**src/rtl/dmem_arb_pkg.sv**
```systemverilog
// rtl/dmem_arb_pkg.sv - shared types and constants for the data-memory access arbiter
package dmem_arb_pkg;

  typedef enum logic [1:0] {
    IDLE = 2'd0,
    XFER = 2'd1,
    DONE = 2'd2
  } state_t;

  localparam int BEATS  = 8;
  localparam int BEAT_W = 3;

  localparam logic PORT_CORE = 1'b0;
  localparam logic PORT_LOAD = 1'b1;

endpackage

```
**src/rtl/dmem_rr_arbiter.sv**
```systemverilog
// rtl/dmem_rr_arbiter.sv - two-way grant selection; DMEM_ARB_RR_EN selects round-robin, else fixed priority
module dmem_rr_arbiter
  import dmem_arb_pkg::*;
(
  input  logic clk,
  input  logic reset,
  input  logic req0,
  input  logic req1,
  input  logic take,
  output logic any_req,
  output logic winner
);

  assign any_req = req0 | req1;

`ifdef DMEM_ARB_RR_EN
  logic last_q;

  // Pointer starts as "port 1 granted last" so port 0 wins the first tie.
  always_ff @(posedge clk) begin
    if (reset) begin
      last_q <= PORT_LOAD;
    end else if (take) begin
      last_q <= winner;
    end
  end

  always_comb begin
    winner = PORT_CORE;
    if (req0 && req1) begin
      winner = ~last_q;
    end else if (req1) begin
      winner = PORT_LOAD;
    end
  end
`else
  logic unused_fixed;
  assign unused_fixed = &{1'b0, clk, reset, take};

  always_comb begin
    winner = PORT_CORE;
    if (!req0 && req1) begin
      winner = PORT_LOAD;
    end
  end
`endif

endmodule

```
**src/rtl/dmem_access_arbiter.sv**
```systemverilog
// rtl/dmem_access_arbiter.sv - two-port doubleword arbiter serialising to byte-wide memory (option: DMEM_ARB_RR_EN)
module dmem_access_arbiter
  import dmem_arb_pkg::*;
#(
  parameter int ADDR_W = 64,
  parameter int MEM_AW = 8
) (
  input  logic              clk,
  input  logic              reset,
  input  logic              req0,
  input  logic              req1,
  input  logic              we0,
  input  logic              we1,
  input  logic [ADDR_W-1:0] addr0,
  input  logic [ADDR_W-1:0] addr1,
  input  logic [63:0]       wdata0,
  input  logic [63:0]       wdata1,
  output logic [63:0]       rdata0,
  output logic [63:0]       rdata1,
  output logic              done0,
  output logic              done1,
  output logic [MEM_AW-1:0] mem_addr,
  output logic              mem_we,
  output logic [7:0]        mem_wdata,
  input  logic [7:0]        mem_rdata,
  output logic              busy,
  output logic              grant
);

  state_t            state_q, state_d;
  logic [BEAT_W-1:0] beat_q;
  logic              we_q;
  logic [MEM_AW-1:0] base_q;
  logic [63:0]       wdata_q;
  logic [63:0]       stage_q;
  logic              any_req;
  logic              winner;
  logic              take;
  logic              last_beat;
  logic              in_xfer;
  logic [5:0]        lane;

  logic unused_addr_hi;
  assign unused_addr_hi = &{1'b0, addr0[ADDR_W-1:MEM_AW], addr1[ADDR_W-1:MEM_AW]};

  assign take      = (state_q == IDLE) && any_req;
  assign last_beat = (beat_q == BEAT_W'(BEATS - 1));
  assign in_xfer   = (state_q == XFER);
  assign lane      = {beat_q, 3'b000};

  dmem_rr_arbiter u_arb (
    .clk     (clk),
    .reset   (reset),
    .req0    (req0),
    .req1    (req1),
    .take    (take),
    .any_req (any_req),
    .winner  (winner)
  );

  always_ff @(posedge clk) begin
    if (reset) begin
      state_q <= IDLE;
    end else begin
      state_q <= state_d;
    end
  end

  always_comb begin
    state_d = state_q;
    case (state_q)
      IDLE:    if (any_req) state_d = XFER;
      XFER:    if (last_beat) state_d = DONE;
      DONE:    state_d = IDLE;
      default: state_d = IDLE;
    endcase
  end

  always_ff @(posedge clk) begin
    if (reset) begin
      grant   <= PORT_CORE;
      beat_q  <= '0;
      we_q    <= 1'b0;
      base_q  <= '0;
      wdata_q <= '0;
      stage_q <= '0;
      rdata0  <= '0;
      rdata1  <= '0;
    end else begin
      case (state_q)
        IDLE: begin
          if (any_req) begin
            grant   <= winner;
            beat_q  <= '0;
            we_q    <= winner ? we1 : we0;
            base_q  <= winner ? addr1[MEM_AW-1:0] : addr0[MEM_AW-1:0];
            wdata_q <= winner ? wdata1 : wdata0;
          end
        end
        XFER: begin
          beat_q <= beat_q + 1'b1;
          if (!we_q) begin
            stage_q[lane +: 8] <= mem_rdata;
            // The final byte bypasses staging so rdata is already valid in the DONE cycle.
            if (last_beat) begin
              if (grant == PORT_LOAD) begin
                rdata1 <= {mem_rdata, stage_q[55:0]};
              end else begin
                rdata0 <= {mem_rdata, stage_q[55:0]};
              end
            end
          end
        end
        default: ;
      endcase
    end
  end

  assign busy  = (state_q != IDLE);
  assign done0 = (state_q == DONE) && (grant == PORT_CORE);
  assign done1 = (state_q == DONE) && (grant == PORT_LOAD);

  // Write strobe is masked by reset so an interrupted beat never reaches memory.
  assign mem_we    = in_xfer && we_q && !reset;
  assign mem_addr  = in_xfer ? base_q + MEM_AW'(beat_q) : '0;
  assign mem_wdata = in_xfer ? wdata_q[lane +: 8] : 8'h00;

endmodule
```
**config.mk**
```make
export PLATFORM = sky130hd
export DESIGN_NAME = dmem_access_arbiter
export DESIGN_NICKNAME = d
export VERILOG_FILES = /design/src/rtl/dmem_arb_pkg.sv /design/src/rtl/dmem_rr_arbiter.sv /design/src/rtl/dmem_access_arbiter.sv
export SDC_FILE = /design/constraint.sdc
export NUM_CORES = 1
export LEC_CHECK = 0
export BUFFER_PORTS_ARGS = -buffer_cell sky130_fd_sc_hd__buf_2
export CAP_MARGIN = 15
export CORE_MARGIN = 4
export CORE_UTILIZATION = 40
export CTS_CLUSTER_DIAMETER = 80
export CTS_CLUSTER_SIZE = 24
export DETAILED_ROUTE_END_ITERATION = 12
export MAX_ROUTING_LAYER = met4
export PLACE_DENSITY_LB_ADDON = 0.15
export SETUP_SLACK_MARGIN = 0.15
export SLEW_MARGIN = 15
export SYNTH_ARGS = -nofsm -noshare
export SYNTH_HDL_FRONTEND = slang
export SYNTH_HIERARCHICAL = 1
export SYNTH_SLANG_ARGS = --single-unit
```
**constraint.sdc**
```tcl
create_clock -name clk -period 3.6 [get_ports clk]
set_input_delay 0.36 -clock clk [delete_from_list [all_inputs] [get_ports clk]]
set_output_delay 0.36 -clock clk [all_outputs]
set_load 0.01 [all_outputs]
```
==> results of run 1 <==
## cell usage after synthesis (8+ instances only)
library cell	number	area share [%]
nand2b_1	177	9.7
a21oi_1	11	0.48
a22o_1	8	0.61
or2b_2	16	1.2
a211oi_1	73	4.8
ha_1	10	1.1
clkbuf_1	48	1.6
mux4_2	16	3.2
mux2i_1	251	22
nand3_1	10	0.44
buf_2	21	0.92
dfxtp_1	263	46
nand2_1	24	0.79
nor2_1	77	2.5
## worst register-to-register path, delay by kind of cell (launching register included)
kind | cells | cell delay, ns
simple gates | 1 | 0.52
mux | 1 | 0.26
fa+ha+maj | 1 | 0.48
compound gates | 1 | 0.77
flops | 1 | 0.48
buf+inv | 1 | 0.19
## area by class of cell
class	instances	area share, %
antenna	1	0.01826
clock buffer	16	2.839
clock inverter	3	0.2100
inverter	6	0.1826
multi-input combinational	722	42.16
sequential	263	38.42
tap	378	3.451
timing repair buffer	325	12.72
## cell families after synthesis
family / after synthesis / share of synthesized area, %
flops: 263 / 46.20
compound gates: 107 / 6.961
buf+inv: 85 / 3.316
mux: 267 / 25.21
xor+xnor: 1 / 0.07687
fa+ha+maj: 11 / 1.274
simple gates: 336 / 16.96
## per-stage QoR
stage          std cells  hold WS (ns)  total power, W  setup slack, ns  area [um^2]
6_report            1714        0.1614        0.005428           0.7200        13710
5_1_grt             1713        0.1693        0.005683           0.5165        13700
4_1_cts             1713        0.1436        0.005514           0.6486        13700
3_5_place_dp        1694        0.4591        0.003747           0.8279        13290
3_3_place_gp        1694        0.4573        0.003737           0.8723        13290
2_1_floorplan       1070        0.4750        0.003515           0.9646        11400
## path summary, 6_finish.rpt
kind | startpoint | end | slack (ns)
min | mem_rdata[5] | stage_q[45] | 0.16
min reg2reg | rdata1[59] | rdata1[59] | 0.47
max | beat_q[0] | mem_addr[6] | 0.72
max reg2reg | beat_q[2] | stage_q[36] | 0.84
## flip-flops by register name, summed over array words and instances (netlist names)
signal,flops
rdata0,64
state_q,2
base_q,8
stage_q,56
wdata_q,64
grant,1
we_q,1
beat_q,3
rdata1,64
## metal layers
metal	routed length (um)	global-route usage (%)	part of all wire, %
met5	0	-	0
met4	318	2.676	1.1
met3	1724	3.076	5.8
met2	14130	31.09	47
met1	13590	25.20	46
## power breakdown
group / total [W] / internal, W / switching, W
combinational: 0.000611 / 0.000289 / 0.000323
sequential: 0.00306 / 0.00300 / 0.0000543
clock: 0.00176 / 0.000794 / 0.000968
total: 0.00543 / 0.00408 / 0.00134
## cell usage in the layout (no fill, tap or decap), drive strengths merged, types with 2 or more instances in the layout
cell      n
a2111o    2
a211oi   73
a21oi    11
a22o      8
and2      2
buf     325
clkbuf   16
dfxtp   263
ha       10
inv       9
mux2i   251
mux4     16
nand2    24
nand2b  177
nand3    10
nand4     2
nor2     77
nor2b     5
nor3      3
nor3b     4
nor4b     4
o21ai     5
o22ai     6
or2       2
or2b     16
or3       2
or3b      3
==> results.md, run 1 <==
* HP Class: in -> reg
* Post-synth cell types at 42
* CP cell instances: buf_4, ha_1, fa_1, a21oi_1, or3_1, a21oi_1, buf_2
* Slowest CP cell: buf_4
* Bufs on Longest Clock Path at 3
* Crit end category: primary output
* Post-synth EDFFs at 0
* Final setup skew at approximately 0.015 ns
* Resized Gates After CTS at 0
* Initial Util at 40.80%
* Final wirelength at 29.76 mm
* GR Util All Layers at 18.84%
* Layout area overhead at 20.27%
* Clock transition at path regs at ~0.09 ns
* Max-Cap Viols at 0
* I/O pin total at about 420
* Row count at a little over 60
* Multi-input gate area at slightly below 0.006 mm^2
* TritonCTS clock tree: yes
* Cell count of the worst reg-to-reg path at 5
* Setup Crit Path Kind: reg -> out
* Chip width at around 180 um
* Post-DRT Antenna Nets at 0
* Drt initial violations at between 400 and 500
* Via count of the routed design at 8335
* Grt ovf at 0
* Share of cells above drive strength 1 at approximately 30%
* Worst slew margin at between 20% and 30%
* Highest Clock Rate at 0.3472 GHz
* Final min period at between 2 and 3 ns
* H-tree depth at 1
* DP HPWL at roughly 22 mm
* Yosys Warn Count at 6
* CTS root buffer: clkbuf_16
* Vias in the first global route at between 8000 and 9000
* Die area at around 0.031 mm^2
* Fill cell count at 2706
* Slew @ Worst Pin at about 1.1 ns
* Port-buffer cells at about 310
* Worst path depth at 7
* First-pass GRT wire length at between 40 and 50 mm
* Number of synthesized register bits at roughly 260
* Post-synthesis async set-or-reset flop share at 0%
* Unrepaired setup endpoints after global routing: no
* Vias per cell at between 4 and 5
* Post-synth top flop: dfxtp_1
* Final slew viol count at 0
* Final setup viols at 0
* Largest net degree at the start of global routing at 171
* NumNets Final at 1614
* Die height at 176.8 um
* CP startpoint kind: register
* CP Buf/Inv Count at 2
* Syn_nets at ~1400
* TritonCTS Buffers at 15
* Crit path required time at around 3.2 ns
* Leak at 5.947 nW
* Core Area at between 0.02 and 0.03 mm^2
* Mapped cell area at around 0.011 mm^2
* Run status: complete, no violations
* Top Family by Delay on Critical Path: buffers and inverters
* Sink Count at around 260
* DRC violations left at 0
* Syn avg cell area at ~11 um^2
* Max IR drop VDD at 219.3 uV
* Hold buffer count at cts at 0
* Post-route clock period utilization at between 80 and 90%
* Post-synthesis sequential area ratio at approximately 46%
* CP most frequent cell: a21oi_1
* Layout Utilization at about half
* Max FO, Critical Path at 25
* Flip-flop and latch area at 0.005266 mm^2
* Post-Synthesis Cells at about 1100
* Worst-skew pair later-pin latency at 0.49 ns
* Pwr dens at slightly below 400 mW/mm^2
* Final Hold Vio Count at 0
* CP max stage delay at 0.42 ns
* CP Data Arrival Time at around 2.5 ns
* DR WL/cell at 17.36 um
* RD Place Congestion at ~0.75
* First drt pass iteration count at 4
* Setup Fix Bufs, Post-CTS at 0
* Initial antenna violation count at 0
* Final TNS setup at 0 ns
* WHS Path Cells at 3
(Power assumes the default switching activity.)
==> run 2: changes to the inputs <==
==> constraint.sdc (replaced) <==
create_clock -name clk -period 2.8 [get_ports clk]
set_input_delay 0.28 -clock clk [delete_from_list [all_inputs] [get_ports clk]]
set_output_delay 0.28 -clock clk [all_outputs]
set_load 0.01 [all_outputs]
==> results.md, run 2 (same netlist as run 1, synthesis figures left out) <==
* Unrepaired setup endpoints after global routing: yes
* CP max stage delay at 0.39 ns
* Leak at between 6 and 7 nW
* Pwr dens at approximately 500 mW/mm^2
* CP Buf/Inv Count at 2
* Max FO, Critical Path at 13
* Commonest non-fill, non-tap cells in the layout: buf_2, dfxtp_1, mux2i_1
* NumNets Final at 1630
* Max IR drop VDD at approximately 280 uV
* CP cell instances: buf_12, ha_2, fa_2, a21oi_2, or3_1, a21oi_1, buf_2
* Sink Count at ~260
* Reg2Reg Setup Slack at around 0.32 ns
* TritonCTS clock tree: yes
* H-tree depth at 1
* Final slew viol count at 0
* Top Family by Delay on Critical Path: adder cells
* Worst-skew pair later-pin latency at 0.50 ns
* Highest Clock Rate at ~0.39 GHz
* R2R Path Start: beat_q[0]
* Dpl ws at ~0.41 ns
* CTS root buffer: clkbuf_16
* Slew @ Worst Pin at ~0.94 ns
* Via count of the routed design at between 8000 and 9000
* Crit end category: primary output
* Setup ws final at roughly 0.25 ns
* Non-Filler Instances at between 1500 and 2000
* Flip-flop and latch area at 0.005266 mm^2
* Row count at between 60 and 70
* Drt initial violations at approximately 360
* Grt ovf at 0
* Final wirelength at between 20 and 30 mm
* DRC violations left at 0
* TritonCTS Buffers at 15
* Die height at between 150 and 200 um
* Crit path from: beat_q[0]
* Clock transition at path regs at approximately 0.090 ns
* GR Util All Layers at a little under a fifth
* Bufs on Longest Clock Path at 3
* Most common cell after layout, fill and taps aside: buf_2
* Post-DRT Antenna Nets at 0
* Final setup viols at 0
* Hold buffer count at cts at 0
* RD Place Congestion at about 0.77
* CP startpoint kind: register
* Core Area at roughly 0.028 mm^2
* Run status: complete, no violations
* Crit path required time at roughly 2.5 ns
* Worst slew margin at ~37%
* HP Class: in -> reg
* Hold path start: mem_rdata[0]
* Fill cell count at roughly 2700
* First-pass GRT wire length at roughly 46 mm
* Met3 WL post-DR at about 1.8 mm
* I/O pin total at ~420
* Initial Util at roughly two fifths
* Final TNS setup at 0 ns
* Antenna diodes at 0
* Metal-1 WL at approximately 13 mm
* DR WL/cell at 17.21 um
* Multi-input gate area at 0.005796 mm^2
* Post-route clock period utilization at a little over 90%
* Port-buffer cells at 306
* Vias in the first global route at between 8000 and 9000
* First drt pass iteration count at 4
* Max-Cap Viols at 0
* Final Hold Vio Count at 0
* Share of cells above drive strength 1 at between 30% and 40%
* CP Data Arrival Time at around 2.3 ns
* Final min period at ~2.6 ns
* Chip width at approximately 180 um
* Final setup skew at roughly 0.025 ns
* Setup Crit Path Kind: reg -> out
* Largest net degree at the start of global routing at 148
* DP HPWL at ~22 mm
* Layout area overhead at 21.94%
* Vias per cell at 4.858
* Highest layer used for signal routing: met4
* Detailed-routed wire length on met2 at 14.25 mm
* Initial antenna violation count at 0
* Die area at 0.03125 mm^2
* Slowest CP cell: dfxtp_2
* DP Cell Count at 1709
* Largest regs: rdata0 (64), rdata1 (64), wdata_q (64)
run 2: cell count changes in the layout (fill, tap and decap cells not counted), sizes merged:
| cell | change |
|---|---|
| inv | -1 |
| clkinv | +2 |
| buf | +15 |
| diode | -1 |
| clkinvlp | +1 |
run 2: timing repair:
action,in CTS,in global routing
gates resized for setup,4,4
gates cloned,0,1
endpoints found under the setup margin,4,4
buffers inserted,0,0
pin swaps,0,1
run 2: report_power, final:
group / switching (W) / internal (W) / leakage [nW]
Combinational: 0.000417 / 0.000386 / 3.70
Clock: 0.00125 / 0.000997 / 0.202
Sequential: 0.0000726 / 0.00386 / 2.14
Total: 0.00174 / 0.00524 / 6.04
run 2: worst paths after layout:
path | cells after the start | to
worst max-delay path | 7 | mem_addr[6]
worst min-delay path | 3 | stage_q[40]
worst max register to register | 7 | stage_q[33]
worst min register to register | 2 | rdata1[33]
run 2: cell type report:
class                      instances  area share (%)
clock buffer                      15           2.701
clock inverter                     5          0.3061
inverter                           6          0.1801
multi-input combinational        722           41.71
sequential                       263           37.90
tap                              378           3.404
timing repair buffer             341           13.80
run 2: worst min-delay path, delay by kind of cell:
kind          cells  cell delay, ns
buf+inv           1            0.12
mux               1            0.06
simple gates      1            0.07
run 2: through the flow:
| step | hold WS (ns) | instance area (um^2) | util (%) | power, W |
|---|---|---|---|---|
| after floorplan | 0.4342 | 11400 | - | 0.004519 |
| after global placement | 0.4556 | 13420 | 48.05 | 0.004809 |
| after detailed placement | 0.4599 | 13420 | 48.05 | 0.004821 |
| after CTS | 0.05062 | 13860 | 49.61 | 0.007082 |
| after global routing | 0.05098 | 13900 | 49.74 | 0.007316 |
| final | 0.07569 | 13900 | 49.74 | 0.006976 |
run 2: metal layers:
metal  track usage (%)  vias to the layer above
li1                  -                     4298
met1             24.99                     3865
met2             31.22                      220
met3             3.226                       22
met4             2.740                        0
met5                 -                        -
